==> config.mk <==
export PLATFORM = sky130hd
export DESIGN_NAME = cdce62002_spi_config_flat
export DESIGN_NICKNAME = d
export VERILOG_FILES = /design/src/rtl/cdce62002_spi_config_pkg.sv /design/src/rtl/cdce62002_spi_config_if.sv /design/src/rtl/cdce62002_spi_config_shifter.sv /design/src/rtl/cdce62002_spi_config.sv /design/src/flat_wrapper.sv
export SDC_FILE = /design/constraint.sdc
export NUM_CORES = 1
export LEC_CHECK = 0
export ABC_AREA = 1
export BUFFER_PORTS_ARGS = -buffer_cell sky130_fd_sc_hd__buf_4
export CORE_UTILIZATION = 45
export DETAILED_ROUTE_END_ITERATION = 8
export PLACE_DENSITY_LB_ADDON = 0.25
export SLEW_MARGIN = 20
export SYNTH_ARGS = -nofsm -noshare
export SYNTH_HDL_FRONTEND = slang
export SYNTH_SLANG_ARGS = --single-unit
==> constraint.sdc <==
create_clock -name sysclk -period 2.2 [get_ports sysclk]
set_input_delay 0.44 -clock sysclk [delete_from_list [all_inputs] [get_ports sysclk]]
set_output_delay 0.44 -clock sysclk [all_outputs]
set_load 0.01 [all_outputs]
==> src/rtl/cdce62002_spi_config_pkg.sv <==
// Shared types and constants for the CDCE62002 SPI programming/verify block.
package cdce62002_pkg;

    typedef enum logic [2:0] {
        IDLE,
        SETUP,
        SHIFT_LO,
        SHIFT_HI,
        GAP,
        VERIFY
    } state_t;

    typedef enum logic [1:0] {
        SEQ_IDLE,
        SEQ_RUN,
        SEQ_VERIFY
    } seq_t;

    localparam logic [3:0]  CDCE_RD_CMD = 4'hE;
    localparam int unsigned FRAME_BITS  = 32;

    localparam logic [2:0] OP_WR0 = 3'd0;
    localparam logic [2:0] OP_WR1 = 3'd1;
    localparam logic [2:0] OP_RC0 = 3'd2;
    localparam logic [2:0] OP_RD0 = 3'd3;
    localparam logic [2:0] OP_RC1 = 3'd4;
    localparam logic [2:0] OP_RD1 = 3'd5;

    function automatic logic [31:0] rd_cmd_word(input logic [3:0] addr);
        return {24'h0, addr, CDCE_RD_CMD};
    endfunction

endpackage

==> src/rtl/cdce62002_spi_config_if.sv <==
// Sequencer handshake plus the four CDCE62002 SPI pins.
interface cdce62002_spi_config_if;
    logic       start;
    logic       busy;
    logic       done;
    logic       error;
    logic [3:0] retry_count;
    logic       spi_clk;
    logic       spi_mosi;
    logic       spi_cs_INV;
    logic       spi_miso;

    modport master (
        input  start, spi_miso,
        output busy, done, error, retry_count, spi_clk, spi_mosi, spi_cs_INV
    );

    modport slave (
        output start, spi_miso,
        input  busy, done, error, retry_count, spi_clk, spi_mosi, spi_cs_INV
    );
endinterface

==> src/rtl/cdce62002_spi_config_shifter.sv <==
// 32-bit LSB-first SPI frame engine: setup cycle, 32 clocked bits, then a cs-high gap.
module spi_frame_shifter
    import cdce62002_pkg::*;
#(
    parameter int unsigned CLK_DIV = 2,
    parameter int unsigned CS_GAP  = 4
) (
    input  logic        clk_i,
    input  logic        rst_ni,
    input  logic        go_i,
    input  logic [31:0] tx_word_i,
    input  logic        miso_i,
    output logic        spi_clk_o,
    output logic        spi_mosi_o,
    output logic        spi_cs_n_o,
    output logic [31:0] rx_word_o,
    output logic        frame_done_o
);
    localparam int unsigned DIV_W = $clog2(CLK_DIV + 1);
    localparam int unsigned GAP_W = $clog2(CS_GAP + 1);

    state_t             state_q, state_d;
    logic [DIV_W-1:0]   div_q, div_d;
    logic [4:0]         bit_q, bit_d;
    logic [GAP_W-1:0]   gap_q, gap_d;
    logic [31:0]        tx_q, tx_d;
    logic [31:0]        rx_q, rx_d;
    logic               div_last, gap_last;

    assign div_last = (div_q == DIV_W'(CLK_DIV - 1));
    assign gap_last = (gap_q == GAP_W'(CS_GAP - 1));

    always_ff @(posedge clk_i or negedge rst_ni) begin
        if (!rst_ni) begin
            state_q <= IDLE;
            div_q   <= '0;
            bit_q   <= '0;
            gap_q   <= '0;
            tx_q    <= '0;
            rx_q    <= '0;
        end else begin
            state_q <= state_d;
            div_q   <= div_d;
            bit_q   <= bit_d;
            gap_q   <= gap_d;
            tx_q    <= tx_d;
            rx_q    <= rx_d;
        end
    end

    always_comb begin
        state_d      = state_q;
        div_d        = div_q;
        bit_d        = bit_q;
        gap_d        = gap_q;
        tx_d         = tx_q;
        rx_d         = rx_q;
        frame_done_o = 1'b0;
        unique case (state_q)
            IDLE: begin
                if (go_i) begin
                    state_d = SETUP;
                    tx_d    = tx_word_i;
                end
            end
            SETUP: begin
                state_d = SHIFT_LO;
                div_d   = '0;
                bit_d   = '0;
            end
            SHIFT_LO: begin
                // miso is captured on the edge that raises spi_clk
                if (div_last) begin
                    div_d   = '0;
                    rx_d    = {miso_i, rx_q[31:1]};
                    state_d = SHIFT_HI;
                end else begin
                    div_d = div_q + 1'b1;
                end
            end
            SHIFT_HI: begin
                if (div_last) begin
                    div_d = '0;
                    if (bit_q == 5'(FRAME_BITS - 1)) begin
                        state_d = GAP;
                        gap_d   = '0;
                    end else begin
                        bit_d   = bit_q + 5'd1;
                        tx_d    = {1'b0, tx_q[31:1]};
                        state_d = SHIFT_LO;
                    end
                end else begin
                    div_d = div_q + 1'b1;
                end
            end
            GAP: begin
                if (div_last) begin
                    div_d = '0;
                    if (gap_last) begin
                        frame_done_o = 1'b1;
                        if (go_i) begin
                            state_d = SETUP;
                            tx_d    = tx_word_i;
                        end else begin
                            state_d = IDLE;
                        end
                    end else begin
                        gap_d = gap_q + 1'b1;
                    end
                end else begin
                    div_d = div_q + 1'b1;
                end
            end
            default: state_d = IDLE;
        endcase
    end

    assign spi_clk_o  = (state_q == SHIFT_HI);
    assign spi_cs_n_o = !(state_q inside {SETUP, SHIFT_LO, SHIFT_HI});
    assign spi_mosi_o = (state_q inside {SHIFT_LO, SHIFT_HI}) && tx_q[0];
    assign rx_word_o  = rx_q;

endmodule

==> src/rtl/cdce62002_spi_config.sv <==
// CDCE62002 programmer: writes REG0/REG1, reads both back, compares, retries on mismatch.
module cdce62002_spi_config
    import cdce62002_pkg::*;
#(
    parameter logic [27:0]  REG0_VALUE  = 28'h0000000,
    parameter logic [27:0]  REG1_VALUE  = 28'h0000000,
    parameter int unsigned  CLK_DIV     = 2,
    parameter int unsigned  CS_GAP      = 4,
    parameter int unsigned  MAX_RETRIES = 3
) (
    input  logic                    sysclk,
    input  logic                    reset_INV,
    cdce62002_spi_config_if.master  cfg
);
    localparam logic [3:0]  MAX_R    = 4'(MAX_RETRIES);
    localparam logic [31:0] CMP_MASK = 32'hFFFF_FFF0;

    seq_t        seq_q, seq_d;
    logic [2:0]  op_q, op_d;
    logic [3:0]  retry_q, retry_d;
    logic        busy_q, busy_d;
    logic        done_q, done_d;
    logic        err_q, err_d;
    logic [31:0] rd0_q, rd0_d;
    logic [31:0] rd1_q, rd1_d;
    logic        go, frame_done, verify_ok;
    logic [31:0] tx_word, rx_word;

    function automatic logic [31:0] op_word(input logic [2:0] op);
        case (op)
            OP_WR0:  return {REG0_VALUE, 4'h0};
            OP_WR1:  return {REG1_VALUE, 4'h1};
            OP_RC0:  return rd_cmd_word(4'h0);
            OP_RC1:  return rd_cmd_word(4'h1);
            default: return '0;
        endcase
    endfunction

    // The readback address nibble is don't-care, so it is masked out of the compare.
    assign verify_ok = (((rd0_q ^ {REG0_VALUE, 4'h0}) & CMP_MASK) == '0) &&
                       (((rd1_q ^ {REG1_VALUE, 4'h0}) & CMP_MASK) == '0);

    // tx_word follows the next op so the shifter can reload straight out of GAP.
    assign tx_word = op_word(op_d);

    always_ff @(posedge sysclk or negedge reset_INV) begin
        if (!reset_INV) begin
            seq_q   <= SEQ_IDLE;
            op_q    <= OP_WR0;
            retry_q <= '0;
            busy_q  <= 1'b0;
            done_q  <= 1'b0;
            err_q   <= 1'b0;
            rd0_q   <= '0;
            rd1_q   <= '0;
        end else begin
            seq_q   <= seq_d;
            op_q    <= op_d;
            retry_q <= retry_d;
            busy_q  <= busy_d;
            done_q  <= done_d;
            err_q   <= err_d;
            rd0_q   <= rd0_d;
            rd1_q   <= rd1_d;
        end
    end

    always_comb begin
        seq_d   = seq_q;
        op_d    = op_q;
        retry_d = retry_q;
        busy_d  = busy_q;
        done_d  = done_q;
        err_d   = err_q;
        rd0_d   = rd0_q;
        rd1_d   = rd1_q;
        go      = 1'b0;
        unique case (seq_q)
            SEQ_IDLE: begin
                if (cfg.start) begin
                    seq_d   = SEQ_RUN;
                    op_d    = OP_WR0;
                    retry_d = '0;
                    busy_d  = 1'b1;
                    done_d  = 1'b0;
                    err_d   = 1'b0;
                    go      = 1'b1;
                end
            end
            SEQ_RUN: begin
                if (frame_done) begin
                    if (op_q == OP_RD0) rd0_d = rx_word;
                    if (op_q == OP_RD1) begin
                        rd1_d = rx_word;
                        seq_d = SEQ_VERIFY;
                    end else begin
                        op_d = op_q + 3'd1;
                        go   = 1'b1;
                    end
                end
            end
            SEQ_VERIFY: begin
                if (verify_ok) begin
                    seq_d  = SEQ_IDLE;
                    busy_d = 1'b0;
                    done_d = 1'b1;
                end else if (retry_q < MAX_R) begin
                    seq_d   = SEQ_RUN;
                    retry_d = retry_q + 4'd1;
                    op_d    = OP_WR0;
                    go      = 1'b1;
                end else begin
                    seq_d  = SEQ_IDLE;
                    busy_d = 1'b0;
                    err_d  = 1'b1;
                end
            end
            default: seq_d = SEQ_IDLE;
        endcase
    end

    spi_frame_shifter #(
        .CLK_DIV (CLK_DIV),
        .CS_GAP  (CS_GAP)
    ) u_shifter (
        .clk_i        (sysclk),
        .rst_ni       (reset_INV),
        .go_i         (go),
        .tx_word_i    (tx_word),
        .miso_i       (cfg.spi_miso),
        .spi_clk_o    (cfg.spi_clk),
        .spi_mosi_o   (cfg.spi_mosi),
        .spi_cs_n_o   (cfg.spi_cs_INV),
        .rx_word_o    (rx_word),
        .frame_done_o (frame_done)
    );

    assign cfg.busy        = busy_q;
    assign cfg.done        = done_q;
    assign cfg.error       = err_q;
    assign cfg.retry_count = retry_q;

endmodule
==> src/flat_wrapper.sv <==
// flat-port wrapper written by rule: the top's interface ports become plain ports
module cdce62002_spi_config_flat import cdce62002_pkg::*;
#(
    parameter logic [27:0]  REG0_VALUE  = 28'h0000000,
    parameter logic [27:0]  REG1_VALUE  = 28'h0000000,
    parameter int unsigned  CLK_DIV     = 2,
    parameter int unsigned  CS_GAP      = 4,
    parameter int unsigned  MAX_RETRIES = 3
)
  (sysclk, reset_INV, cfg_start, cfg_spi_miso, cfg_busy, cfg_done, cfg_error, cfg_retry_count, cfg_spi_clk, cfg_spi_mosi, cfg_spi_cs_INV);
  cdce62002_spi_config_if cfg_i ();
  input  logic sysclk;
  input  logic reset_INV;
  input wire logic [$bits(cfg_i.start)-1:0] cfg_start;
  input wire logic [$bits(cfg_i.spi_miso)-1:0] cfg_spi_miso;
  output wire logic [$bits(cfg_i.busy)-1:0] cfg_busy;
  output wire logic [$bits(cfg_i.done)-1:0] cfg_done;
  output wire logic [$bits(cfg_i.error)-1:0] cfg_error;
  output wire logic [$bits(cfg_i.retry_count)-1:0] cfg_retry_count;
  output wire logic [$bits(cfg_i.spi_clk)-1:0] cfg_spi_clk;
  output wire logic [$bits(cfg_i.spi_mosi)-1:0] cfg_spi_mosi;
  output wire logic [$bits(cfg_i.spi_cs_INV)-1:0] cfg_spi_cs_INV;
  assign cfg_i.start = cfg_start;
  assign cfg_i.spi_miso = cfg_spi_miso;
  assign cfg_busy = cfg_i.busy;
  assign cfg_done = cfg_i.done;
  assign cfg_error = cfg_i.error;
  assign cfg_retry_count = cfg_i.retry_count;
  assign cfg_spi_clk = cfg_i.spi_clk;
  assign cfg_spi_mosi = cfg_i.spi_mosi;
  assign cfg_spi_cs_INV = cfg_i.spi_cs_INV;
  cdce62002_spi_config #(.REG0_VALUE(REG0_VALUE), .REG1_VALUE(REG1_VALUE), .CLK_DIV(CLK_DIV), .CS_GAP(CS_GAP), .MAX_RETRIES(MAX_RETRIES)) u_core (.sysclk(sysclk), .reset_INV(reset_INV), .cfg(cfg_i));
endmodule
==> results of run 1 <==
-- flip-flops by register name, indices dropped and copies added, names as in the netlist, 2 cells and up --
| signal | flops |
|---|---|
| u_core.cfg.retry_count | 4 |
| u_core.op_q | 3 |
| u_core.rd0_q | 28 |
| u_core.rd1_q | 28 |
| u_core.seq_q | 2 |
| u_core.u_shifter.bit_q | 5 |
| u_core.u_shifter.div_q | 2 |
| u_core.u_shifter.gap_q | 3 |
| u_core.u_shifter.rx_word_o | 28 |
| u_core.u_shifter.state_q | 3 |
| u_core.u_shifter.tx_q | 5 |
-- cell type report --
cell class	count	area, µm²	area share (%)
clock buffers	25	494	8.35
flip-flops and latches	114	2860	48.2
inverters	67	254	4.29
repair buffers	24	236	3.99
well taps	140	175	2.96
clock inverters	5	75.1	1.27
multi-input cells	377	1830	30.9
-- routing by layer --
| metal | global-route usage (%) | part of all wire (%) |
|---|---|---|
| met5 | 0 | 0 |
| met4 | 6.75 | 1.4 |
| met3 | 4.72 | 3.2 |
| met2 | 29.2 | 47 |
| met1 | 24.1 | 48 |
-- worst max path at each step --
stage / start / to / slack [ns] / depth (start not counted)
floorplan: u_core.u_shifter.bit_q[0]$_DFFE_PN0P_ / u_core.u_shifter.bit_q[3]$_DFFE_PN0P_ / 0.32 / 8
global placement: u_core.u_shifter.gap_q[0]$_DFFE_PN0P_ / u_core.rd1_q[31]$_DFFE_PN0P_ / 0.17 / 9
detailed placement: u_core.u_shifter.gap_q[0]$_DFFE_PN0P_ / u_core.rd1_q[6]$_DFFE_PN0P_ / 0.08 / 8
CTS: u_core.u_shifter.state_q[2]$_DFFE_PN0P_ / cfg_spi_clk / 0.02 / 5
global route: u_core.u_shifter.bit_q[0]$_DFFE_PN0P_ / u_core.u_shifter.bit_q[2]$_DFFE_PN0P_ / -0.001 / 8
finish: u_core.u_shifter.state_q[2]$_DFFE_PN0P_ / cfg_spi_clk / 0.13 / 5
-- synthesized netlist by cell type, types with 2 or more instances --
library cell,count
nand2_1,149
dfrtp_1,114
o21ai_0,78
inv_1,62
nor2_1,60
o21ai_1,21
nand3_1,16
clkbuf_1,10
a21oi_1,9
ha_1,8
inv_2,5
nor2_2,5
buf_2,4
buf_6,4
nand2_2,4
nand4_1,3
a22o_1,2
nand3_2,2
o211ai_1,2
o21a_1,2
or2_1,2
-- metrics by stage --
step / cell area, µm² / hold WS, ns / total power (µW) / util (%)
CTS: 5890 / 0.170 / 4870 / 54.3
floorplan: 5030 / 0.144 / 2170 / -
global route: 5920 / 0.173 / 4980 / 54.6
finish: 5920 / 0.182 / 4820 / 54.6
detailed placement: 5310 / 0.399 / 2230 / 49.0
global placement: 5310 / 0.396 / 2220 / 49.0
-- power groups by stage --
stage / Sequential, µW / Combinational (µW) / Clock, µW
2_1_floorplan: 2150 / 15.8 / 0
3_3_place_gp: 2150 / 72.3 / 0
3_5_place_dp: 2150 / 74.4 / 0
4_1_cts: 2120 / 76.8 / 2680
5_1_grt: 2120 / 85.3 / 2780
6_report: 2120 / 71.9 / 2630
-- cell families after synthesis --
family / Yosys count
buffers and inverters: 86
AO/OA/AOI/OAI: 121
flip-flops: 114
AND/OR/NAND/NOR: 248
adder cells (fa/ha/maj): 8
-- placed cells by master (no fill, tap or decap), types with 3 or more instances in the layout --
cell type  instances
buf_12             4
clkbuf_16         16
nand4_1            3
nand3_2            3
clkinv_2           3
buf_4             18
o21ai_1           21
nand3_1           15
nor2_1            60
clkbuf_1           3
nand2_1          149
ha_1               7
clkbuf_8           6
dfrtp_1          112
o21ai_0           77
a21oi_1            9
nor2_2             4
inv_1             62
inv_2              4
nand2_2            4
-- worst register-to-register path, cell delays in order, from the launching register on --
cell and delay, ns:
dfrtp_1 0.41, ha_1 0.23, nand2_1 0.10, nor2_1 0.05, ha_1 0.24, o41ai_4 0.47
buf_4 0.20, a21oi_1 0.06, a211oi_1 0.18
-- what timing repair did --
item	4_1_cts	5_1_grt
hold buffers	1	0
setup buffers	0	2
pin swaps	0	3
hold endpoints to repair	29	0
endpoints found under the setup margin	1	31
gates resized for setup	1	8
==> out/metrics.cfg, run 1 <==
[sta]
finalHoldViolCount=0
post-route-worst-setup-slack_ns=0.127
finalMaxSlewViolations=0
max_freq_mhz=482
period_minus_slack_ns=2.07
fin_skew_ns=0.00831
rsz0062_at_grt=yes
relSlewSlack_pct=67.2
worstMarginPinSlew_ns=0.492
setup_violations=0
fin_tns_setup_ns=0
period_share_pct=94.2

[drt]
drt-total-wl_um=9540
vias_per_cell=4.97
dr.pass1.iters=5
drt_iter0_markers=293
avgRoutedWirePerCell_um=12.7
ant_nets=0
vias=3734
drc=0

[clock_tree]
cts_sinks=114
htreeDepth=4
cts_buffers=17
clk_latency_ns=0.51
clockBufferDepth=2
cts.clk_slew.worst_paths_ns=0.06
cts_tree=done
clockRootBuffer=clkbuf_8

[synth]
synth_mux_area_share_pct=0
synthCells=577
synth_flop_cell=dfrtp_1
ys_top_cells_by_area=dfrtp_1, nand2_1, o21ai_0
synth-edff-count=0
syn-num-nets=589
synth_top_family_by_area=simple AND/OR/NAND/NOR gates
yosysUniqueCellTypes=36
synth_xor_area_share_pct=0
async_reset_ff_share_pct=100
synthSimpleGateAreaFrac_pct=20.9
syn_area_per_cell_um2=8.71
synth_adder_area_share_pct=1.99
yosysSeqAreaShare_pct=56.8
netlist.area_leader.share_pct=56.8
ys.warnings.count=0
ys_seq_elements=114
synth_compound_area_share_pct=13.3
synth_top_area_cell=dfrtp_1
synth_area_mm2=0.00503

[finish]
antennaDiodeCount=0
syn2layout_area_growth_pct=17.8
nets=613
fill_cells=985
drive_gt1_share_pct=12.7
fin_cells=752

[worst_setup_path]
critPathSlowestCell=dfrtp_2
arrival_ns=1.63
endpoint_kind=output pin
cp_top_family=flip-flops
cp.required_ns=1.76
crit-reg2reg-launch=u_core.u_shifter.bit_q[0]$_DFFE_PN0P_
r2r_setup_slack_ns=0.18
path_class=reg -> out
startpoint_type=flip-flop
r2r_end=u_core.u_shifter.bit_q[2]$_DFFE_PN0P_
path_cells=inv_1 -> nand2_1 -> nor2_2 -> buf_6 -> buf_4
r2r_cells=8
crit_fanout=10
crit_path_max_incr_delay_ns=0.44
worstPathBufferInverterCount=3

[power]
p_leak_uw=0.00297
peakVddDrop_v=0.000620
pwr-share-clk_pct=54.6
power_density_mw_per_mm2=815
swShare_pct=19.8
pwr-share-comb_pct=1.5
power.switching_uw=954
power_frac_seq_pct=43.9
p_int_uw=3870

[global_route]
groute.usage.overall_pct=18.3
grt_max_degree=62
antenna_found_initial=0
grt_pass1_vias=3594
grt_first_pass_wirelength_um=16600
grt_overflow=0

[floorplan]
start_util_pct=46.4
fp.dieH_um=108
num_rows=38
ios=14
die-area_mm2=0.0116
die_w_um=108
core_mm2=0.0108

[placed_design]
gp_congestion=0.793
place_worst_setup_slack_ns=0.0773
dp_hpwl_um=6220
io_buffers=13
place_inst=719

[job]
maxCapViolations=0

[outcome]
status=finished clean

[hold_path]
holdPathStages=3
hp-class=in -> reg
holdPathEnd=u_core.u_shifter.rx_word_o[31]$_DFFE_PN0P_
worstHoldStart=cfg_spi_miso

Note: power is estimated with default switching activity, not from simulation.
==> run 2, diff against run 1 <==
--- a/config.mk
+++ b/config.mk
@@ -5,7 +5,6 @@
 export SDC_FILE = /design/constraint.sdc
 export NUM_CORES = 1
 export LEC_CHECK = 0
-export ABC_AREA = 1
 export BUFFER_PORTS_ARGS = -buffer_cell sky130_fd_sc_hd__buf_4
 export CORE_UTILIZATION = 45
 export DETAILED_ROUTE_END_ITERATION = 8
==> out/metrics.cfg, run 2 <==
[finish]
fin_cells=595
syn2layout_area_growth_pct=29.1
nets=458
final_util_pct=60.9
antennaDiodeCount=0
drive_gt1_share_pct=43.4
fin_area_mm2=0.00640
final_cell_mix=dfrtp_1, mux2_2, buf_4
final_common_cell=dfrtp_1

[synth]
synth_adder_area_share_pct=2.02
synth_flop_cell=dfrtp_1
syn-num-nets=396
yosys.cell_count.top_type=dfrtp_1
synth_area_mm2=0.00496
ys_seq_elements=114
synth_compound_area_share_pct=5.81
synth_mux_area_share_pct=19.7
ys_top_cells_by_area=dfrtp_1, mux2_2, mux2_1
yosysSeqAreaShare_pct=57.6
synthCells=384
synth_top_area_cell=dfrtp_1
netlist.area_leader.share_pct=57.6
yosysUniqueCellTypes=55
synthTopCellsByCount=dfrtp_1, mux2_2, nand2_1, mux2_1
synth_xor_area_share_pct=0.530
synthSimpleGateAreaFrac_pct=11.8
ys.warnings.count=0
synth_top_family_by_area=multiplexers
synth-edff-count=0
syn_area_per_cell_um2=12.9
async_reset_ff_share_pct=100

[sta]
rsz0062_at_grt=yes
fin_skew_ns=0.0107
finalMaxSlewViolations=0
relSlewSlack_pct=56.2
post-route-worst-setup-slack_ns=-0.0648
period_minus_slack_ns=2.26
setup_violations=22
max_freq_mhz=442
period_share_pct=103
finalHoldViolCount=0
worstMarginPinSlew_ns=0.657

[placed_design]
dpl-instance-area_mm2=0.00543
place_worst_setup_slack_ns=-0.213
io_buffers=13
place_inst=551
dp_hpwl_um=6220
gp_congestion=0.780

[worst_setup_path]
cp.required_ns=2.64
path_class=reg -> reg
arrival_ns=2.71
crit_top_cell=nand4_1
critPathSlowestCell=dfrtp_1
crit_path_max_incr_delay_ns=0.42
crit_start=u_core.rd1_q[23]$_DFFE_PN0P_
endpoint_kind=flip-flop
startpoint_type=flip-flop
r2r_cells=9
crit_fanout=3
r2r_end=u_core.u_shifter.tx_q[1]$_DFFE_PN0P_
cp_top_family=simple AND/OR/NAND/NOR gates
path_cells=nor4_4 -> nand4_1 -> nor3_4 -> nand3_2 -> o211ai_1 -> buf_4 -> xor2_1 -> nand4_1 -> nand3_1
r2r_setup_slack_ns=-0.06
worstPathBufferInverterCount=1
crit-reg2reg-launch=u_core.rd1_q[23]$_DFFE_PN0P_

[clock_tree]
cts_buffers=17
cts.clk_slew.worst_paths_ns=0.06
htreeDepth=4
cts_sinks=114
clk_latency_ns=0.51
clockBufferDepth=2
clockRootBuffer=clkbuf_8
cts_tree=done

[global_route]
grt_max_degree=51
grt_pass1_vias=3448
grt_first_pass_wirelength_um=16900
antenna_found_initial=0
groute.usage.overall_pct=19.3
grt_overflow=0

[drt]
vias=3224
ant_nets=0
vias_per_cell=5.42
drt_iter0_markers=154
drt-total-wl_um=10300
drc=0
dr.pass1.iters=4
avgRoutedWirePerCell_um=17.4

[floorplan]
die-area_mm2=0.0114
core_mm2=0.0105
num_rows=37
die_w_um=107
start_util_pct=47.2
fp.dieH_um=107
ios=14

[hold_path]
holdPathEnd=u_core.u_shifter.rx_word_o[31]$_DFFE_PN0P_
holdPathStages=2
worstHoldStart=cfg_spi_miso
hp-class=in -> reg

[job]
maxCapViolations=0

[outcome]
violations=negative setup slack
status=finished, violations left

[power]
peakVddDrop_v=0.00110
power_density_mw_per_mm2=764
p_leak_uw=0.00314

run 2: what timing repair did:
item,4_1_cts,5_1_grt
buffers inserted,4,4
hold buffers,1,0
endpoints found under the hold margin,47,0
setup endpoints to repair,7,41
cloned,0,3
pin swaps,7,9
resized for setup,19,38
run 2: logic make-up (layout without fill, tap and decap cells):
family          after synthesis  in the layout
flops                       114            114
simple gates                107            107
mux                          87             87
compound gates               41             41
buf+inv                      24             99
fa+ha+maj                     8              8
xor+xnor                      3              3
run 2: worst max-delay path by stage:
stage | end | slack (ns) | cells after the start
2_1_floorplan | u_core.u_shifter.tx_q[0]$_DFFE_PN0P_ | 0.05 | 8
4_1_cts | u_core.u_shifter.tx_q[0]$_DFFE_PN0P_ | -0.03 | 8
3_3_place_gp | u_core.u_shifter.tx_q[3]$_DFFE_PN0P_ | -0.07 | 8
3_5_place_dp | u_core.u_shifter.tx_q[3]$_DFFE_PN0P_ | -0.21 | 8
6_report | u_core.u_shifter.tx_q[1]$_DFFE_PN0P_ | -0.06 | 9
5_1_grt | u_core.u_shifter.tx_q[2]$_DFFE_PN0P_ | -0.20 | 9
run 2: power breakdown:
group / switching [µW] / internal, µW / leakage, µW
clock network: 1000 / 1740 / 0.000279
registers: 0 / 2100 / 0.00155
logic: 42.0 / 10.7 / 0.00131
run 2: routing by layer:
layer	track usage [%]	vias up	share of wire, %
li1	-	1525	-
met1	23.6	1663	45
met2	32.8	26	52
met3	6.02	10	2.5
met4	5.28	0	0.88
met5	0	-	0
run 2: through the flow:
step	hold WS [ns]	setup TNS (ns)	total power (µW)
2_1_floorplan	0.144	0	2140
3_3_place_gp	0.463	-0.262	2190
3_5_place_dp	0.467	-0.944	2190
4_1_cts	0.136	-0.0403	4940
5_1_grt	0.133	-3.90	5070
6_report	0.161	-0.663	4890
run 2: cell type report:
type                    count  area [µm²]
fillers                   800        4110
inverters                  10        42.5
multi-input cells         246        2200
clock buffers              18         418
flip-flops and latches    114        2850
well taps                 136         170
repair buffers             57         534
clock inverters            14         178
==> run 3, diff against run 2 <==
--- a/config.mk
+++ b/config.mk
@@ -6,7 +6,7 @@
 export NUM_CORES = 1
 export LEC_CHECK = 0
 export BUFFER_PORTS_ARGS = -buffer_cell sky130_fd_sc_hd__buf_4
-export CORE_UTILIZATION = 45
+export CORE_UTILIZATION = 43
 export DETAILED_ROUTE_END_ITERATION = 8
 export PLACE_DENSITY_LB_ADDON = 0.25
 export SLEW_MARGIN = 20
==> out/metrics.cfg, run 3 (synthesis gave the netlist of run 2 again) <==
[worst_setup_path]
arrival_ns=2.58
r2r_cells=8
endpoint_kind=flip-flop
cp.required_ns=2.49
path_class=reg -> reg
crit_fanout=7
path_cells=ha_2 -> ha_4 -> nand3b_1 -> or3_4 -> buf_6 -> nor2_4 -> clkbuf_16 -> mux2_4
crit_path_max_incr_delay_ns=0.42
worstPathBufferInverterCount=2
crit_start=u_core.u_shifter.gap_q[1]$_DFFE_PN0P_
path_depth=8
crit-reg2reg-launch=u_core.u_shifter.gap_q[1]$_DFFE_PN0P_
startpoint_type=flip-flop
critPathSlowestCell=or3_4
cp_top_family=simple AND/OR/NAND/NOR gates

[clock_tree]
htreeDepth=4
cts_sinks=114
clockRootBuffer=clkbuf_16
clockBufferDepth=2
clk_latency_ns=0.41
cts_buffers=17
cts_tree=done
cts.clk_slew.worst_paths_ns=0.06

[finish]
final_util_pct=58.0
syn2layout_area_growth_pct=29.2
antennaDiodeCount=0
fill_cells=861
nets=463
final_cell_mix=dfrtp_1, mux2_2, buf_4
fin_cells=604
final_common_cell=dfrtp_1
drive_gt1_share_pct=43.5

[sta]
relSlewSlack_pct=72.2
rsz0062_at_grt=yes
period_share_pct=104
fin_skew_ns=0.00796
post-route-worst-setup-slack_ns=-0.0902
period_minus_slack_ns=2.29
worstMarginPinSlew_ns=0.415
setup_violations=33
max_freq_mhz=437
finalHoldViolCount=0
finalMaxSlewViolations=0
holdWs_ns=0.268

[drt]
dr.pass1.iters=5
vias=3236
vias_per_cell=5.36
drt-total-wl_um=10300
drt_iter0_markers=204
avgRoutedWirePerCell_um=17.0
drc=0
ant_nets=0

[floorplan]
die-area_mm2=0.0120
core_mm2=0.0110
fp.dieH_um=109
num_rows=38
die_w_um=109
start_util_pct=44.9
ios=14

[global_route]
grt_pass1_vias=3339
grt_max_degree=54
grt_overflow=0
grt_first_pass_wirelength_um=16000
groute.usage.overall_pct=17.8
antenna_found_initial=0

[placed_design]
gp_congestion=0.767
dp_hpwl_um=6140
place_inst=559
io_buffers=13

[outcome]
status=finished, violations left
violations=negative setup slack

[hold_path]
hp-class=in -> reg
holdPathStages=2
worstHoldStart=cfg_spi_miso

[power]
power_density_mw_per_mm2=745
peakVddDrop_v=0.000581
p_leak_uw=0.00314

[job]
maxCapViolations=0

run 3: cell types whose count changed in the layout (fill, tap and decap cells not counted), moves of 2 or more:
cell	before	now
buf_4	46	50
a31oi_2	3	1
bufinv_16	3	1
clkbuf_8	1	3
clkinv_2	1	3
clkinv_4	3	1
nor2_1	9	7
nor2_2	3	5
nor4_2	4	6
run 3: area by class of cell:
class | instances | area, µm² | area share (%)
repair buffers | 62 | 576 | 8.99
multi-input cells | 246 | 2180 | 34.1
clock inverters | 11 | 103 | 1.60
flip-flops and latches | 114 | 2850 | 44.6
well taps | 140 | 175 | 2.74
clock buffers | 21 | 470 | 7.35
inverters | 10 | 41.3 | 0.645
run 3: final timing paths:
kind                       slack, ns                                         end
min in group asynchronous       0.43       u_core.u_shifter.bit_q[2]$_DFFE_PN0P_
setup reg to reg               -0.09                 u_core.rd1_q[5]$_DFFE_PN0P_
hold / removal                  0.27  u_core.u_shifter.rx_word_o[31]$_DFFE_PN0P_
setup / recovery               -0.09                 u_core.rd1_q[5]$_DFFE_PN0P_
max in group asynchronous       1.12  u_core.u_shifter.rx_word_o[23]$_DFFE_PN0P_
hold reg to reg                 0.48                 u_core.cfg.busy$_DFFE_PN0P_
run 3: where the power goes:
group          switching, µW  internal (µW)  total [µW]
sequential                 0           2100        2100
clock                    971           1650        2620
combinational           43.1           12.0        55.1
run 3: worst reg2reg max path: stages, from the launching register on:
cell	delay (ns)
dfrtp_1	0.36
ha_2	0.20
ha_4	0.16
nand3b_1	0.10
or3_4	0.42
buf_6	0.13
nor2_4	0.25
clkbuf_16	0.24
mux2_4	0.30
run 3: timing repair:
item	CTS	global route
hold buffers	1	0
endpoints found under the hold margin	11	0
pin swaps	9	11
resized for setup	18	37
buffers inserted	6	3
gates cloned	0	3
endpoints found under the setup margin	33	35
run 3: per-layer routing:
layer  GRT usage (%)  wire length [µm]  up-vias
li1                -                 -     1529
met1            22.5              4800     1651
met2            29.0              5040       42
met4            5.71               133        0
met5               0                 0        -
met3            5.75               284       14
run 3: through the flow:
step	power, µW	area (µm²)	setup TNS [ns]	worst slack [ns]
after floorplan	2140	4960	0	0.0535
after global routing	4920	6400	-4.11	-0.205
final	4770	6400	-1.79	-0.0902
after CTS	4810	6180	-0.0934	-0.0280
after detailed placement	2190	5460	-1.55	-0.201
after global placement	2190	5460	-0.679	-0.177
